--- src/rtl/if_stage.sv ---
// RISC-V fetch stage: PC register, next-PC select and IF/ID pipeline register; optional IF_REDIRECT_CNT_EN redirect counter.
// Latency: the instruction fetched at PCF=X appears on InstrD one cycle later.
// Backpressure: StallF holds the PC and StallD holds IF/ID; a redirect overrides StallF and a flush overrides StallD.
module if_stage #(
  parameter logic [31:0] RESET_PC  = 32'h0000_0000,
  parameter logic [31:0] NOP_INSTR = 32'h0000_0013
) (
  input  logic        clk,
  input  logic        rst_n,
  input  logic        StallF,
  input  logic        StallD,
  input  logic        FlushD,
  input  logic        PCSrcE,
  input  logic [31:0] PCTargetE,
  output logic [31:0] PCF,
  input  logic [31:0] InstrF,
  output logic [31:0] InstrD,
  output logic [31:0] PCD,
  output logic [31:0] PCPlus4D,
  output logic        ValidD,
  output logic [15:0] RedirectCnt
);

  typedef struct packed {
    logic [31:0] instr;
    logic [31:0] pc;
    logic [31:0] pc_plus4;
    logic        valid;
  } ifid_t;

  localparam ifid_t BUBBLE = '{instr: NOP_INSTR, pc: 32'h0, pc_plus4: 32'h0, valid: 1'b0};

  logic [31:0] pc_q;
  logic [31:0] pc_plus4f;
  logic [31:0] pc_nxt;
  ifid_t       ifid_q;
  ifid_t       ifid_nxt;

  assign pc_plus4f = pc_q + 32'd4;

  // Redirect beats a fetch stall; target alignment bits are dropped silently.
  always_comb begin
    pc_nxt = pc_plus4f;
    if (PCSrcE)      pc_nxt = {PCTargetE[31:2], 2'b00};
    else if (StallF) pc_nxt = pc_q;
  end

  always_ff @(posedge clk or negedge rst_n) begin
    if (!rst_n) pc_q <= RESET_PC;
    else        pc_q <= pc_nxt;
  end

  always_comb begin
    ifid_nxt = ifid_q;
    if (FlushD) begin
      ifid_nxt = BUBBLE;
    end else if (!StallD) begin
      ifid_nxt.instr    = InstrF;
      ifid_nxt.pc       = pc_q;
      ifid_nxt.pc_plus4 = pc_plus4f;
      ifid_nxt.valid    = 1'b1;
    end
  end

  always_ff @(posedge clk or negedge rst_n) begin
    if (!rst_n) ifid_q <= BUBBLE;
    else        ifid_q <= ifid_nxt;
  end

  assign PCF      = pc_q;
  assign InstrD   = ifid_q.instr;
  assign PCD      = ifid_q.pc;
  assign PCPlus4D = ifid_q.pc_plus4;
  assign ValidD   = ifid_q.valid;

`ifdef IF_REDIRECT_CNT_EN
  logic [15:0] redirect_q;

  // Saturating so a long-running count never aliases back to small values.
  always_ff @(posedge clk or negedge rst_n) begin
    if (!rst_n)                                redirect_q <= 16'h0000;
    else if (PCSrcE && redirect_q != 16'hFFFF) redirect_q <= redirect_q + 16'd1;
  end

  assign RedirectCnt = redirect_q;
`else
  assign RedirectCnt = 16'h0000;
`endif

endmodule

--- config.mk ---
export PLATFORM = sky130hd
export DESIGN_NAME = if_stage
export DESIGN_NICKNAME = d
export VERILOG_FILES = /design/src/rtl/if_stage.sv
export SDC_FILE = /design/constraint.sdc
export NUM_CORES = 1
export LEC_CHECK = 0
export ABC_AREA = 1
export ABC_CLOCK_PERIOD_IN_PS = 1900
export BUFFER_PORTS_ARGS = -buffer_cell sky130_fd_sc_hd__buf_2
export CAP_MARGIN = 20
export CORE_MARGIN = 2
export CORE_UTILIZATION = 50
export CTS_CLUSTER_DIAMETER = 100
export CTS_CLUSTER_SIZE = 10
export DETAILED_ROUTE_END_ITERATION = 7
export GPL_TIMING_DRIVEN = 1
export PLACE_DENSITY = 0.9
export SYNTH_ARGS = -nofsm -noshare
export SYNTH_HDL_FRONTEND = slang
export SYNTH_SLANG_ARGS = --single-unit
--- constraint.sdc ---
create_clock -name clk -period 1.9 [get_ports clk]
set_input_delay 0.285 -clock clk [delete_from_list [all_inputs] [get_ports clk]]
set_output_delay 0.285 -clock clk [all_outputs]
set_load 0.01 [all_outputs]
==> metrics.csv, run 1 <==
metric,value,unit
drv_cap,0,
core,11300,um^2
crit_fanout,6,
status,completed,
synth_seq_cells,124,
preCtsSetupSlack,0.208,ns
place.gp.congestion,0.884,
dr_wl_met3,1060,um
grt_pass1_wl,25800,um
die_w,111,um
leakagePower,4.12,nW
via_per_inst,5.06,
synth_edf_count,0,
start_util,50.8,%
multiInputGateArea,2220,um^2
ys_top_cells_by_count,"nand2_1 (249), dfrtp_1 (121), inv_1 (65)",
grt-ovfl-total,0,
crit_type,flop to flop,
skew,0.0120,ns
layout.nets,946,
cts_max_path_buffers,2,
fmax,583,MHz
finalSetupTns,0,ns
final-max-slew-violation-count,0,
drtAntennaViolNets,0,
crit_path_end_kind,flop,
syn_avg_cell_area,8.49,um^2
critPathMaxStageDelay,0.43,ns
critical_path.cell_chain,ha_1 -> nand2_2 -> nor2_4 -> nand2_2 -> nor2_2 -> xor2_1 -> nand2_1 -> nand2_1,
yosysSeqAreaShare,54.0,%
grt_pass1_vias,5191,
cts_buffers,17,
pin_count,215,
worstRegToRegCells,8,
synth_area,5750,um^2
antenna_found_initial,1,
postSynthCellCount,677,
routed_wl,15800,um
peakVddDrop,0.703,mV
fin_crit,1.71,ns
fin_crit_sh,90.2,%
layout.cells.non_filler,1032,
area_growth,29.6,%
wl_met2,7590,um
rows,39,
critPathLaunchType,flop,
final_core_utilization,65.8,%
synth.top_cell.area_share,52.7,%
r2r_setup_slack,0.19,ns
cts_resized,0,
path_clk_slew,0.05,ns
num-fill-cells,899,
grt_usage,26.6,%
vias,5221,
power.density,955,nW/um^2
cts_tree,done,
yosysMostFrequentCell,nand2_1,
setup_viol,0,
drc,0,
seqCellArea,3110,um^2
yosysUniqueCellTypes,26,
placedCellCount,998,
die_h,111,um
worstPathRequired,2.24,ns
top_layer,met4,
numPortBuffers,194,
first_iter_violations,337,
rsz0062_at_grt,no,
clkLatencyLatePin,0.41,ns
wire_per_inst,15.3,um
worstPathArrival,2.06,ns
synth_ff_type,dfrtp_1,
hold_path_class,input pin to flop,
wl_met1,6800,um
drive_gt1_share,28.9,%
cts.sinks,124,
dr.pass1.iters,6,
cts_htree_levels,4,
hold_viol,0,
finalWorstSetupSlack,0.186,ns
synth_top_cell_by_area,dfrtp_1,
hpwl,11500,um
cts_root_buffer,clkbuf_16,
slowest_stage,dfrtp_1,
yosysWarnings,0,
die-area,12400,um^2
ys_async_sr_fraction,100,%
yosys-top-cells-area,"dfrtp_1 (53%), nand2_1 (16%), o21ai_0 (5.1%), a22o_1 (4.7%), inv_1 (4.2%)",
whs_path_depth,3,
grt_max_degree,56,
[sequential cells by signal, summed over array words and instances, names as in the netlist]
signal / cells
ValidD: 1
PCPlus4D: 30
PCF: 30
InstrD: 32
PCD: 31
[stage by stage]
| step | area, um^2 | total power [mW] | hold slack [ns] |
|---|---|---|---|
| floorplan | 5810 | 3.54 | -0.0106 |
| global placement | 6860 | 3.99 | 0.249 |
| detailed placement | 6860 | 4.02 | 0.245 |
| CTS | 7450 | 7.18 | 0.0746 |
| global route | 7450 | 7.44 | 0.103 |
| finish | 7450 | 7.11 | 0.0890 |
[cell families (layout without fill, tap and decap cells)]
family	count (synthesis)	after routing	share of synthesized area, %
adder cells (fa/ha/maj)	1	1	0.218
XOR/XNOR	15	15	2.29
buffers and inverters	111	305	8.71
AND/OR/NAND/NOR	324	324	23.3
other	1	19	0.0652
flip-flops	124	124	54.0
AO/OA/AOI/OAI	101	101	11.4
[final timing paths]
| kind | endpoint | from |
|---|---|---|
| min in group asynchronous | PCPlus4D[21]$_DFFE_PN0P_ | rst_n |
| max in group asynchronous | PCF[6]$_DFFE_PN0N_ | rst_n |
| hold / removal | PCF[4]$_DFFE_PN0N_ | PCTargetE[4] |
| setup reg to reg | PCF[16]$_DFFE_PN0N_ | PCF[3]$_DFFE_PN0N_ |
| hold reg to reg | PCPlus4D[17]$_DFFE_PN0P_ | PCPlus4D[17]$_DFFE_PN0P_ |
| setup / recovery | PCF[16]$_DFFE_PN0N_ | PCF[3]$_DFFE_PN0N_ |
[repair_timing]
action | 4_1_cts | 5_1_grt
endpoints found under the setup margin | 0 | 0
setup buffers | 0 | 0
hold endpoints to repair | 26 | 0
hold buffers | 1 | 0
[cell usage in the layout, fill, tap and decap left out, drive strengths merged, types with 18 or more instances in the layout]
cell,count
nand2,253
clkbuf,21
a22o,31
nand3,23
nor2,45
conb,18
o21ai,59
dfrtp,121
buf,207
inv,65
[power breakdown]
group / internal (mW) / switching, mW
clock: 1.99 / 1.14
sequential: 2.84 / 0.167
combinational: 0.365 / 0.609
[routing by layer]
metal	vias to the layer above	GRT usage, %
li1	2500	-
met1	2432	34.5
met2	260	43.0
met3	29	5.47
met4	0	12.8
met5	-	0
[worst max-delay path: cells and delay by family (launching register included)]
| kind | cells | cell delay [ns] |
|---|---|---|
| xor+xnor | 1 | 0.22 |
| fa+ha+maj | 1 | 0.24 |
| flops | 1 | 0.43 |
| simple gates | 6 | 0.75 |
[layout make-up]
class,count,area share (%)
Tap cell,143,2.40
Timing Repair Buffer,208,15.0
Clock buffer,21,6.18
Antenna cell,1,0.0336
Inverter,65,3.28
Multi-Input combinational cell,459,29.8
Clock inverter,11,1.61
Sequential cell,124,41.7
No activity file was read; power rests on OpenSTA's default activity.
==> inputs of run 2 (changes only) <==
--- a/config.mk
+++ b/config.mk
@@ -7,15 +7,15 @@
 export LEC_CHECK = 0
 export ABC_AREA = 1
 export ABC_CLOCK_PERIOD_IN_PS = 1900
-export BUFFER_PORTS_ARGS = -buffer_cell sky130_fd_sc_hd__buf_2
 export CAP_MARGIN = 20
 export CORE_MARGIN = 2
-export CORE_UTILIZATION = 50
+export CORE_UTILIZATION = 63
 export CTS_CLUSTER_DIAMETER = 100
 export CTS_CLUSTER_SIZE = 10
 export DETAILED_ROUTE_END_ITERATION = 7
+export DONT_BUFFER_PORTS = 1
 export GPL_TIMING_DRIVEN = 1
-export PLACE_DENSITY = 0.9
+export PLACE_DENSITY = 0.88
 export SYNTH_ARGS = -nofsm -noshare
 export SYNTH_HDL_FRONTEND = slang
 export SYNTH_SLANG_ARGS = --single-unit
==> metrics.csv, run 2 (synthesized netlist as in run 1, its figures left out) <==
metric,value,unit,change
status,"complete, but fails checks",,
violations,hold timing,,
final_common_cell,nand2_1,,
rsz0062_at_grt,no,,
dr.pass1.iters,6,,unchanged
start_util,65.3,%,+15 points
pin_count,215,,unchanged
setup_viol,0,,unchanged
antenna_found_initial,0,,-1
drc,0,,unchanged
critPathMaxStageDelay,0.47,ns,+0.04 ns
grt.busiest_layer,met2,,
grt_max_degree,125,,+120%
layout.nets,814,,-14%
crit_top_cell,nand2_1,,
power.density,985,nW/um^2,+3.1%
slowest_stage,dfrtp_1,,
numPortBuffers,0,,-100%
peakVddDrop,0.722,mV,+2.7%
antenna-diode-count,0,,-1
drv_cap,0,,unchanged
cts_buffers,17,,unchanged
wire_per_inst,19.1,um,+25%
layout_common_cells,"nand2_1 (249), dfrtp_1 (121), inv_1 (65), dlygate4sd3_1 (65), o21ai_0 (58)",,
hold-worst-slack,-0.550,ns,-0.639 ns
first_iter_violations,299,,-11%
cts_htree_levels,4,,unchanged
critical_path.cell_chain,nand2_1 -> nor2_1 -> nand2_4 -> nor2_4 -> nand2_1 -> nand2_1 -> nand2_1 -> nand2_1 -> nand2_1,,
vias,4997,,-4.3%
fmax,606,MHz,+3.8%
place.gp.congestion,0.890,,+0.62%
cts_max_path_buffers,2,,unchanged
grt_pass1_wl,26300,um,+2.0%
die_w,99.5,um,-11%
cts.sinks,124,,unchanged
critical_path.top_delay_family,simple AND/OR/NAND/NOR gates,,
largest_reg_flops,32,,unchanged
worstPathBufferInverterCount,0,,unchanged
routed_wl,16500,um,+4.3%
die_h,99.5,um,-11%
postCtsSetupBuffers,0,,unchanged
final_core_utilization,79.5,%,+14 points
rows,34,,-13%
finalSetupTns,0,ns,unchanged
worst_slew_pin_slew,0.673,ns,
skew,0.00867,ns,-0.00330 ns
grt-ovfl-total,0,,unchanged
grtUsageMet3,12.3,%,+6.8 points
die-area,9900,um^2,-20%
final-max-slew-violation-count,0,,unchanged
crit_path_end_kind,flop,,
use_met2,58.9,%,+16 points
hold_path_class,input pin to async pin,,
cts_tree,done,,
hold_viol,124,,+124
leakagePower,3.46,nW,-16%
hpwl,10100,um,-13%
worstPathRequired,2.31,ns,+0.07 ns
drive_gt1_share,8.33,%,-21 points
crit_type,flop to flop,,
clkLatencyLatePin,0.53,ns,+0.12 ns
worstPathArrival,2.06,ns,about the same
fin_crit,1.65,ns,-0.0631 ns
critPathLaunchType,flop,,
path_clk_slew,0.06,ns,about the same
power.total,6.89,mW,-3.1%
grt_pass1_vias,5179,,-0.23%
grt_usage,34.7,%,+8.0 points
area_growth,21.8,%,
met1_usage,39.7,%,+5.2 points
core,8810,um^2,-22%
relSlewSlack,55.0,%,
fin_crit_sh,86.9,%,-3.3 points
crit_fanout,5,,-1
drtAntennaViolNets,0,,unchanged
cts_root_buffer,clkbuf_8,,
via_per_inst,5.78,,+14%
run 2: cell types whose count changed in the layout (fill, tap and decap cells not counted), sizes merged:
cell / delta
diode: -1
dlygate4sd3: +64
bufinv: -1
clkbuf: -3
clkinv: -1
buf: -196
inv: +5
run 2: report_power, final:
group | switching (mW) | internal (mW) | total (mW)
sequential | 0.302 | 2.84 | 3.14
clock | 1.28 | 1.79 | 3.08
combinational | 0.404 | 0.273 | 0.677
total | 1.99 | 4.90 | 6.89
run 2: metal layers:
metal / up-vias / wire (um)
li1: 2230 / -
met1: 2386 / 6050
met2: 321 / 8290
met3: 60 / 1680
met4: 0 / 500
met5: - / 0
run 2: worst register-to-register path, stage by stage, from the launching register on:
cell	delay [ns]
dfrtp_1	0.47
nand2_1	0.16
nor2_1	0.24
nand2_4	0.13
nor2_4	0.20
nand2_1	0.07
nand2_1	0.07
nand2_1	0.07
nand2_1	0.07
nand2_1	0.06
run 2: stage by stage:
| step | instances | setup WS, ns | cell area [um^2] | hold slack, ns |
|---|---|---|---|---|
| 2_1_floorplan | 694 | 0.413 | 5810 | -0.0106 |
| 3_3_place_gp | 767 | 0.348 | 5790 | -0.00868 |
| 3_5_place_dp | 767 | 0.314 | 5790 | -0.00885 |
| 4_1_cts | 863 | 0.287 | 6990 | -0.560 |
| 5_1_grt | 864 | 0.0766 | 7000 | -0.574 |
| 6_report | 864 | 0.249 | 7000 | -0.550 |
run 2: area by class of cell:
cell class / instances / area, um^2
clock buffers: 18 / 428
clock inverters: 14 / 135
fillers: 536 / 1810
inverters: 65 / 244
multi-input cells: 459 / 2220
flip-flops and latches: 124 / 3110
well taps: 108 / 135
repair buffers: 76 / 733
run 2: worst paths after layout:
kind,from,to,slack (ns),depth (start not counted)
max reg2reg,PCF[6]$_DFFE_PN0N_,PCF[25]$_DFFE_PN0N_,0.25,9
max in group asynchronous,rst_n,InstrD[1]$_DFFE_PN1P_,2.25,0
max,PCF[6]$_DFFE_PN0N_,PCF[25]$_DFFE_PN0N_,0.25,9
min reg2reg,PCPlus4D[27]$_DFFE_PN0P_,PCPlus4D[27]$_DFFE_PN0P_,0.55,2
min in group clk,PCSrcE,PCF[19]$_DFFE_PN0N_,0.01,4
min,rst_n,InstrD[13]$_DFFE_PN0P_,-0.55,0
run 2: timing repair:
action / in CTS / in global routing
endpoints found under the hold margin: 178 / 125
hold buffers: 64 / 1
resized for setup: 0 / 0
